`config.mk`:
```
export PLATFORM = sky130hd
export DESIGN_NAME = ram_bist_flat
export DESIGN_NICKNAME = d
export VERILOG_FILES = /design/src/rtl/ram_bist_if.sv /design/src/rtl/ram_bist.sv /design/src/flat_wrapper.sv
export SDC_FILE = /design/constraint.sdc
export NUM_CORES = 1
export LEC_CHECK = 0
export CAP_MARGIN = 5
export CORE_MARGIN = 1
export CORE_UTILIZATION = 56
export CTS_BUF_LIST = sky130_fd_sc_hd__clkbuf_8
export CTS_CLUSTER_SIZE = 24
export DETAILED_ROUTE_END_ITERATION = 12
export GPL_TIMING_DRIVEN = 0
export PLACE_DENSITY = 0.95
export SLEW_MARGIN = 5
export SYNTH_ARGS = -nofsm -noshare
export SYNTH_HDL_FRONTEND = slang
export SYNTH_SLANG_ARGS = --single-unit
```
`constraint.sdc`:
```
create_clock -name clk -period 4.5 [get_ports clk]
set_clock_uncertainty 0.05 [all_clocks]
set_input_delay 1.125 -clock clk [delete_from_list [all_inputs] [get_ports clk]]
set_output_delay 1.125 -clock clk [all_outputs]
set_load 0.02 [all_outputs]
```
`src/rtl/ram_bist_if.sv`:
```
// Single RAM port as driven by the BIST engine. Read data is registered and is valid
// the cycle after a read issues.
interface ram_bist_if #(
  parameter int DW = 16,
  parameter int AW = 10
);
  logic          mem_en;
  logic          mem_we;
  logic [AW-1:0] mem_addr;
  logic [DW-1:0] mem_din;
  logic [DW-1:0] mem_dout;

  modport master (
    output mem_en,
    output mem_we,
    output mem_addr,
    output mem_din,
    input  mem_dout
  );

  modport slave (
    input  mem_en,
    input  mem_we,
    input  mem_addr,
    input  mem_din,
    output mem_dout
  );
endinterface

```
`src/rtl/ram_bist.sv`:
```
// March C- built-in self test for one synchronous RAM port. Reports pass/fail, plus
// the address and march element of the first mismatch.
module ram_bist #(
  parameter int DW = 16,
  parameter int AW = 10
) (
  input  logic          clk,
  input  logic          rst,
  input  logic          start,
  ram_bist_if.master    ram,
  output logic          busy,
  output logic          done,
  output logic          fail,
  output logic [AW-1:0] fail_addr,
  output logic [2:0]    fail_elem
);

  typedef enum logic [1:0] {IDLE, RUN, FLUSH, DONE} state_t;

  localparam logic [AW-1:0] ADDR_FIRST = '0;
  localparam logic [AW-1:0] ADDR_LAST  = '1;
  localparam logic [DW-1:0] D0         = '0;
  localparam logic [DW-1:0] D1         = '1;
  localparam logic [2:0]    ELEM_LAST  = 3'd5;

  state_t        state, state_nxt;
  logic [2:0]    elem, elem_nxt;
  logic [AW-1:0] addr, addr_nxt;
  // In r/w elements phase 0 is the read slot and phase 1 the write slot of one address.
  logic          phase, phase_nxt;

  logic          rd_pend;
  logic [DW-1:0] rd_exp;
  logic [AW-1:0] rd_addr;
  logic [2:0]    rd_elem;

  logic          launch;
  logic          mismatch;
  logic          run;
  logic          elem_down, has_read, has_write;
  logic          op_read, op_write, last_slot, sweep_end;
  logic [DW-1:0] rd_pat, wr_pat;

  // Decode of the current march element and slot.
  always_comb begin
    elem_down = (elem == 3'd3) || (elem == 3'd4);
    has_read  = (elem != 3'd0);
    has_write = (elem != ELEM_LAST);
    op_read   = has_read && !phase;
    op_write  = has_write && (!has_read || phase);
    last_slot = !(has_read && has_write) || phase;
    sweep_end = elem_down ? (addr == ADDR_FIRST) : (addr == ADDR_LAST);
    rd_pat    = ((elem == 3'd2) || (elem == 3'd4)) ? D1 : D0;
    wr_pat    = ((elem == 3'd1) || (elem == 3'd3)) ? D1 : D0;
  end

  assign run      = (state == RUN);
  assign launch   = start && ((state == IDLE) || (state == DONE));
  assign mismatch = rd_pend && (ram.mem_dout != rd_exp);

  // NOTE: sequential state uses non-blocking assignments so every register samples
  // pre-edge values, independent of block ordering.
  always_ff @(posedge clk or posedge rst) begin
    if (rst) begin
      state <= IDLE;
      elem  <= 3'd0;
      addr  <= '0;
      phase <= 1'b0;
    end else begin
      state <= state_nxt;
      elem  <= elem_nxt;
      addr  <= addr_nxt;
      phase <= phase_nxt;
    end
  end

  // NOTE: every output of this block gets a default first, so no path can leave a
  // variable unassigned and infer a latch.
  always_comb begin
    state_nxt = state;
    elem_nxt  = elem;
    addr_nxt  = addr;
    phase_nxt = phase;
    unique case (state)
      IDLE, DONE: begin
        if (start) begin
          state_nxt = RUN;
          elem_nxt  = 3'd0;
          addr_nxt  = ADDR_FIRST;
          phase_nxt = 1'b0;
        end
      end
      RUN: begin
        if (mismatch) begin
          state_nxt = DONE;
        end else if (!last_slot) begin
          phase_nxt = 1'b1;
        end else begin
          phase_nxt = 1'b0;
          if (!sweep_end) begin
            addr_nxt = elem_down ? addr - AW'(1) : addr + AW'(1);
          end else if (elem == ELEM_LAST) begin
            state_nxt = FLUSH;
          end else begin
            // Next element starts at the top when it sweeps down (E3, E4).
            elem_nxt = elem + 3'd1;
            addr_nxt = ((elem == 3'd2) || (elem == 3'd3)) ? ADDR_LAST : ADDR_FIRST;
          end
        end
      end
      FLUSH: state_nxt = DONE;
      default: state_nxt = IDLE;
    endcase
  end

  // Read pipeline: expected pattern and origin travel one cycle behind the read.
  always_ff @(posedge clk or posedge rst) begin
    if (rst) begin
      rd_pend <= 1'b0;
      rd_exp  <= '0;
      rd_addr <= '0;
      rd_elem <= 3'd0;
    end else begin
      rd_pend <= run && op_read && !mismatch;
      rd_exp  <= rd_pat;
      rd_addr <= addr;
      rd_elem <= elem;
    end
  end

  // Only the first mismatch is recorded: the FSM leaves RUN/FLUSH right after it.
  always_ff @(posedge clk or posedge rst) begin
    if (rst) begin
      fail      <= 1'b0;
      fail_addr <= '0;
      fail_elem <= 3'd0;
    end else if (launch) begin
      fail      <= 1'b0;
      fail_addr <= '0;
      fail_elem <= 3'd0;
    end else if (mismatch) begin
      fail      <= 1'b1;
      fail_addr <= rd_addr;
      fail_elem <= rd_elem;
    end
  end

  assign busy         = run || (state == FLUSH);
  assign done         = (state == DONE);
  assign ram.mem_en   = run;
  assign ram.mem_we   = run && op_write;
  assign ram.mem_addr = run ? addr : '0;
  assign ram.mem_din  = (run && op_write) ? wr_pat : '0;

endmodule

```
`src/flat_wrapper.sv`:
```
// flat-port wrapper written by rule: the top's interface ports become plain ports
module ram_bist_flat 
#(
  parameter int DW = 16,
  parameter int AW = 10
)
  (clk, rst, start, busy, done, fail, fail_addr, fail_elem, ram_mem_en, ram_mem_we, ram_mem_addr, ram_mem_din, ram_mem_dout);
  ram_bist_if #(.DW(DW), .AW(AW)) ram_i ();
  input  logic clk;
  input  logic rst;
  input  logic start;
  output logic busy;
  output logic done;
  output logic fail;
  output logic [AW-1:0] fail_addr;
  output logic [2:0] fail_elem;
  output wire logic [$bits(ram_i.mem_en)-1:0] ram_mem_en;
  output wire logic [$bits(ram_i.mem_we)-1:0] ram_mem_we;
  output wire logic [$bits(ram_i.mem_addr)-1:0] ram_mem_addr;
  output wire logic [$bits(ram_i.mem_din)-1:0] ram_mem_din;
  input wire logic [$bits(ram_i.mem_dout)-1:0] ram_mem_dout;
  assign ram_mem_en = ram_i.mem_en;
  assign ram_mem_we = ram_i.mem_we;
  assign ram_mem_addr = ram_i.mem_addr;
  assign ram_mem_din = ram_i.mem_din;
  assign ram_i.mem_dout = ram_mem_dout;
  ram_bist #(.DW(DW), .AW(AW)) u_core (.clk(clk), .rst(rst), .start(start), .ram(ram_i), .busy(busy), .done(done), .fail(fail), .fail_addr(fail_addr), .fail_elem(fail_elem));
endmodule
```
# Word level (Yosys, flattened, before mapping)
# Cells that the tools add are included.
# word_totals
ff_bits	60
latch_bits	0
mem_bits_rw	0
rom_bits	0
inputBits	19
out_inout_bits	44
elab_cells	99
n_memories	0
# classes
addsub	3
multipliers	0
div_mod_pow	0
n_lt_le_gt_ge	0
eq_ne	20
shifts	0
mux	35
bitwise_logic	0
reduce_logical	30
# op_table
operator	n
10-bit 2-to-1 mux	10
16-bit 2-to-1 mux	3
3-bit 2-to-1 mux	7
10-bit one-hot mux with 2 select lines	1
16-bit != test	1
10-bit by 1-bit adder with 10-bit output, second input constant	1
10-bit == test, second input constant	1
10-bit zero test	1
2-bit 2-to-1 mux	5
2-bit != test, second input constant	5
10-bit by 1-bit subtractor with 10-bit output, second input constant	1
3-bit by 2-bit != test with 1-bit output, second input constant	3
1-bit logical AND	8
1-bit logical OR	8
3-bit by 2-bit == test with 1-bit output, second input constant	2
3-bit == test, second input constant	2
1-bit 2-to-1 mux	6
3-bit != test, second input constant	2
2-bit one-hot mux with 3 select lines	1
3-bit one-hot mux with 2 select lines	1
6-bit AND reduction	1
5-bit AND reduction	1
2-bit == test, second input constant	2
1-bit zero test	4
other kinds (10)	11

# Depth between registers and ports, before layout
# depth
word_depth	8
ltp_mapped	12
depth_no_buf	12

# Least setup slack after synthesis
# Ideal clock, no wire load.
# synth_timing
kind	register -> output
startpoint	reg u_core.state[1]
endpoint	out ram_mem_din[10]
t_arrival_ns	2.494
required_time_ns	3.325
path_slack_ns	0.831
stages_incl_launch_ff	7
path_buffers	2
cell_sequence	dfrtp_1 -> inv_1 -> ha_1 -> clkbuf_1 -> and2_1 -> nor2b_1 -> buf_4
# synth_between
elab_chain_cells	3
# synth_rtl
item	line	rtl
from (decl)	ram_bist.sv:26	state_t state, state_nxt;
from (signal assigned)	ram_bist.sv:70	state <= state_nxt;
2-bit by 1-bit == test with 1-bit output	ram_bist.sv:57	assign run = (state == RUN);
via ram_mem_en	flat_wrapper.sv:17	output wire logic [$bits(ram_i.mem_en)-1:0] ram_mem_en;
1-bit logical AND	n/a	
via ram_mem_we	flat_wrapper.sv:18	output wire logic [$bits(ram_i.mem_we)-1:0] ram_mem_we;
16-bit 2-to-1 mux	ram_bist.sv:153	assign ram.mem_din = (run && op_write) ? wr_pat : '0;
to (decl)	flat_wrapper.sv:20	output wire logic [$bits(ram_i.mem_din)-1:0] ram_mem_din;
# The timed path passes the listed nets, and every way through them passes these cells.

# Worst setup path after layout
# layout_timing
startpoint	reg u_core.state[1]
endpoint	out ram_mem_din[13]
# layout_between
elab_chain_cells	3
# layout_rtl
item	line
2-bit by 1-bit == test with 1-bit output	ram_bist.sv:57
1-bit logical AND	ram_bist.sv:153
16-bit 2-to-1 mux	ram_bist.sv:153
# Every way passes these cells.

==> metrics.md <==
| Metric | Value |
|---|---|
| I/O Buffers | 62 |
| Synth Register Bits | 45 |
| FF+latch area | 1126 µm² |
| Final min period | 4.120 ns |
| Number of flops mapped to enable cells by yosys | 0 |
| Mean area per synthesized cell | around 9.4 µm² |
| Synthesized area | between 2000 and 3000 µm² |
| GPL Wtd Cong | just over 0.9 |
| Clock transition at path regs | approximately 0.090 ns |
| GRT Overall Usage | between 20% and 30% |
| FILL cells | ~320 |
| Top delay family on crit path | buffers and inverters |
| Unique masters post-synth | 57 |
| Crit path launch type | flop |
| Hold Vio Cnt, Final | 0 |
| Asr flop ratio synth | 100.0% |
| I/O Pins | 63 |
| Avg WL per Cell | 14.82 µm |
| Fin nets | between 400 and 500 |
| H-tree depth | 2 |
| Crit-path slowest cell | clkdlybuf4s50_1 |
| Die Y | roughly 72 µm |
| Inserted Clock Buffers | 5 |
| Max Freq | approximately 0.24 GHz |
| Post-Syn Instances | approximately 300 |
| Buf+Inv Stages, Crit Path | 4 |
| Crit path DAT | just under 3 ns |
| # clock sinks | 45 |
| Largest family of logic cells by synthesized area | simple AND/OR/NAND/NOR gates |
| Setup bufs post-CTS | 0 |
| Multiplexer share of the synthesized area | 2.358% |
| # rows | 25 |
| Die W | approximately 72 µm |
| Maxcap violations | 0 |
| Critical Path Fanout Max | 16 |
| Hold buffer count at CTS | 0 |
| Antenna diodes | 0 |
| TritonCTS clock tree | yes |
| Post-synthesis simple-gate area fraction | between 20 and 25% |
| Clock tree buffer depth | 2 |
| R2R Setup Slk | 1.15 ns |
| Initial Util | between 50% and 60% |
| Total power | 1.227 mW |
| Via density | 5.683 |
| Syn nets | 331 |
| Crit path launch | u_core.state[1] |
| Least-Margin Pin Slew | 0.5628 ns |
| RSZ-0062 raised after global routing | false |
| Worst setup EP type | output port |
| Pwr Density | between 300 and 400 nW/µm² |
| CP Capture Point | ram_mem_din[13] |
| Synth area leader | dfrtp_1 |
| HPWL after detailed placement | ~4800 µm |
| Hold Crit Class | reg2reg |
| DP Worst Slack | roughly 0.43 ns |
| Maximum vdd ir drop | between 0.3 and 0.4 mV |
| Post-Synth XOR/XNOR Area | under 10% |
| Top cells by area, synth | dfrtp_1 41%, ha_1 7.3%, nand2_1 6.0% |
| Clk root buf | clkbuf_8 |
| Worst reg-to-reg path cell count | 12 |
| Sequential share of the synthesized area | around two fifths |
| Slew Viols, Final | 0 |
| CP required | approximately 3.3 ns |
| Post-Synth Adder-Cell Area | roughly 8.0% |
| Share of cells above drive strength 1 | between 10% and 20% |
| Hold path start | u_core.addr[9] |
| First-pass GRT wire length | between 10000 and 15000 µm |
| Post-CTS sizing | 0 |
| Core area | ~4700 µm² |
| Tcrit/Tclk final | about nine tenths |
| Setup ws final | 0.3802 ns |
| Compound-gate portion of the synthesized area | approximately 18% |
| Final Util | about three quarters |
| Final Setup Violations | 0 |
| Insertion delay to the later sink of the worst-skew pair | 0.30 ns |
| TNS Setup | 0 ns |
| First-pass DRT Iterations | 4 |
| Area Overhead vs Synth | 30.11% |
| Largest stage delay, worst path | ~0.60 ns |
| R2R Path End | u_core.addr[8] |
| Worst path cell trace | inv_1 -> ha_1 -> clkbuf_1 -> and2_1 -> nor2b_2 -> buf_4 -> clkdlybuf4s50_1 |
| Most common flop cell mapped by yosys | dfrtp_1 |
| Grt total ovfl | 0 |
| # DRC | 0 |
| Area of the multi-input gates | between 1000 and 1500 µm² |
| Status | complete, no violations |
| Number of global-route vias before repair | approximately 2400 |
| Setup CP Type | reg2out |
| Initial antenna violation count | 0 |
| Die Footprint | approximately 5200 µm² |
| Starting DRT DRC Count | roughly 180 |
| Routed WL | between 6000 and 7000 µm |
| Max_slew headroom | between 60% and 70% |
| Min Hold Slack | 0.3398 ns |
| Largest net degree at the start of global routing | 43 |
| YS warnings | 0 |
| DR vias | 2455 |
| Routed Antenna Nets | 0 |
| Area share of the largest cell type after synthesis | 40.82% |
| Critical path depth in cells | 7 |
| FF-to-FF Start | u_core.elem[0] |
| LEAKAGE | 1.608 nW |
## cells in the mapped netlist (2+ instances only)
cell / n
a2111oi_0: 2
a211oi_1: 5
a21o_1: 3
a21oi_1: 25
a22o_1: 2
a22oi_1: 3
a31o_2: 2
a31oi_1: 3
and2_1: 12
and3_1: 2
buf_2: 2
buf_4: 16
clkbuf_1: 6
dfrtp_1: 45
ha_1: 16
inv_1: 10
mux2_2: 2
mux2i_1: 2
nand2_1: 44
nand2b_1: 2
nand3_1: 8
nand4_1: 6
nor2_1: 17
nor3_1: 4
nor4_1: 4
o211ai_1: 3
o21ai_0: 6
o22ai_1: 2
o31ai_2: 4
or3_1: 4
or4_1: 3
xnor2_1: 4
xor2_1: 2
## kinds of logic (layout without fill, tap and decap cells)
logic type,after synthesis,after routing
buffers and inverters,37,107
adder cells (fa/ha/maj),17,17
AND/OR/NAND/NOR,116,116
multiplexers,5,5
flip-flops,45,45
AO/OA/AOI/OAI,69,69
XOR/XNOR,6,6
## stage by stage
step	std cells	area, µm²
final	432	3590
after global routing	432	3590
after CTS	432	3587
after detailed placement	425	3483
after global placement	424	3463
after floorplan	295	2759
## worst min path at each step
stage	end	slack, ns	cells after the start
after floorplan	u_core.rd_addr[9]	0.30	0
after global placement	u_core.rd_addr[9]	0.31	0
after detailed placement	u_core.rd_addr[9]	0.31	0
after CTS	u_core.rd_addr[9]	0.33	0
after global routing	u_core.rd_elem[2]	0.35	0
final	u_core.rd_addr[9]	0.34	0
## registers in the layout (all words and copies together), names as in the netlist
name	count
u_core.addr	10
u_core.elem	3
u_core.fail	1
u_core.fail_addr	10
u_core.fail_elem	3
u_core.phase	1
u_core.rd_addr	10
u_core.rd_elem	3
u_core.rd_exp	1
u_core.rd_pend	1
u_core.state	2
## placed cells by master, fill, tap and decap left out, drive strengths merged, types with 3 or more instances in the layout
cell type and count:
o31ai 6, nand2 45, nand3 8, ha 16, nor2 17, nor3 5, and2 13, a211oi 5
a21oi 25, or3 4, mux2i 3, buf 20, a31oi 4, or4 4, nor4 5, inv 11
clkdlybuf4s50 62, o21ai 7, a21o 4, clkbuf 11, a22oi 3, dfrtp 45, nand4 6, xnor2 4
o211ai 3
## report_power, final
part	switching [mW]	leakage (nW)	total [mW]	internal, mW
Sequential	0.0341	0.620	0.468	0.434
Clock	0.136	0.0540	0.297	0.161
Combinational	0.283	0.934	0.462	0.179
Total	0.453	1.61	1.23	0.775
## per-layer routing
layer  GRT usage (%)  up-vias  wire length [µm]
met4           10.68        0               139
met3           5.556       18               403
met2           45.17      101              3160
met5               0        -                 0
li1                -     1180                 -
met1           34.37     1156              2698
## cell type report
| class | instances | area share [%] |
|---|---|---|
| Clock inverter | 2 | 0.9760 |
| Tap cell | 67 | 2.335 |
| Buffer | 25 | 4.566 |
| Sequential cell | 45 | 31.37 |
| Clock buffer | 5 | 1.917 |
| Inverter | 12 | 1.255 |
| Multi-Input combinational cell | 213 | 39.74 |
| Timing Repair Buffer | 63 | 17.85 |
Note: power is estimated with default switching activity, not from simulation.
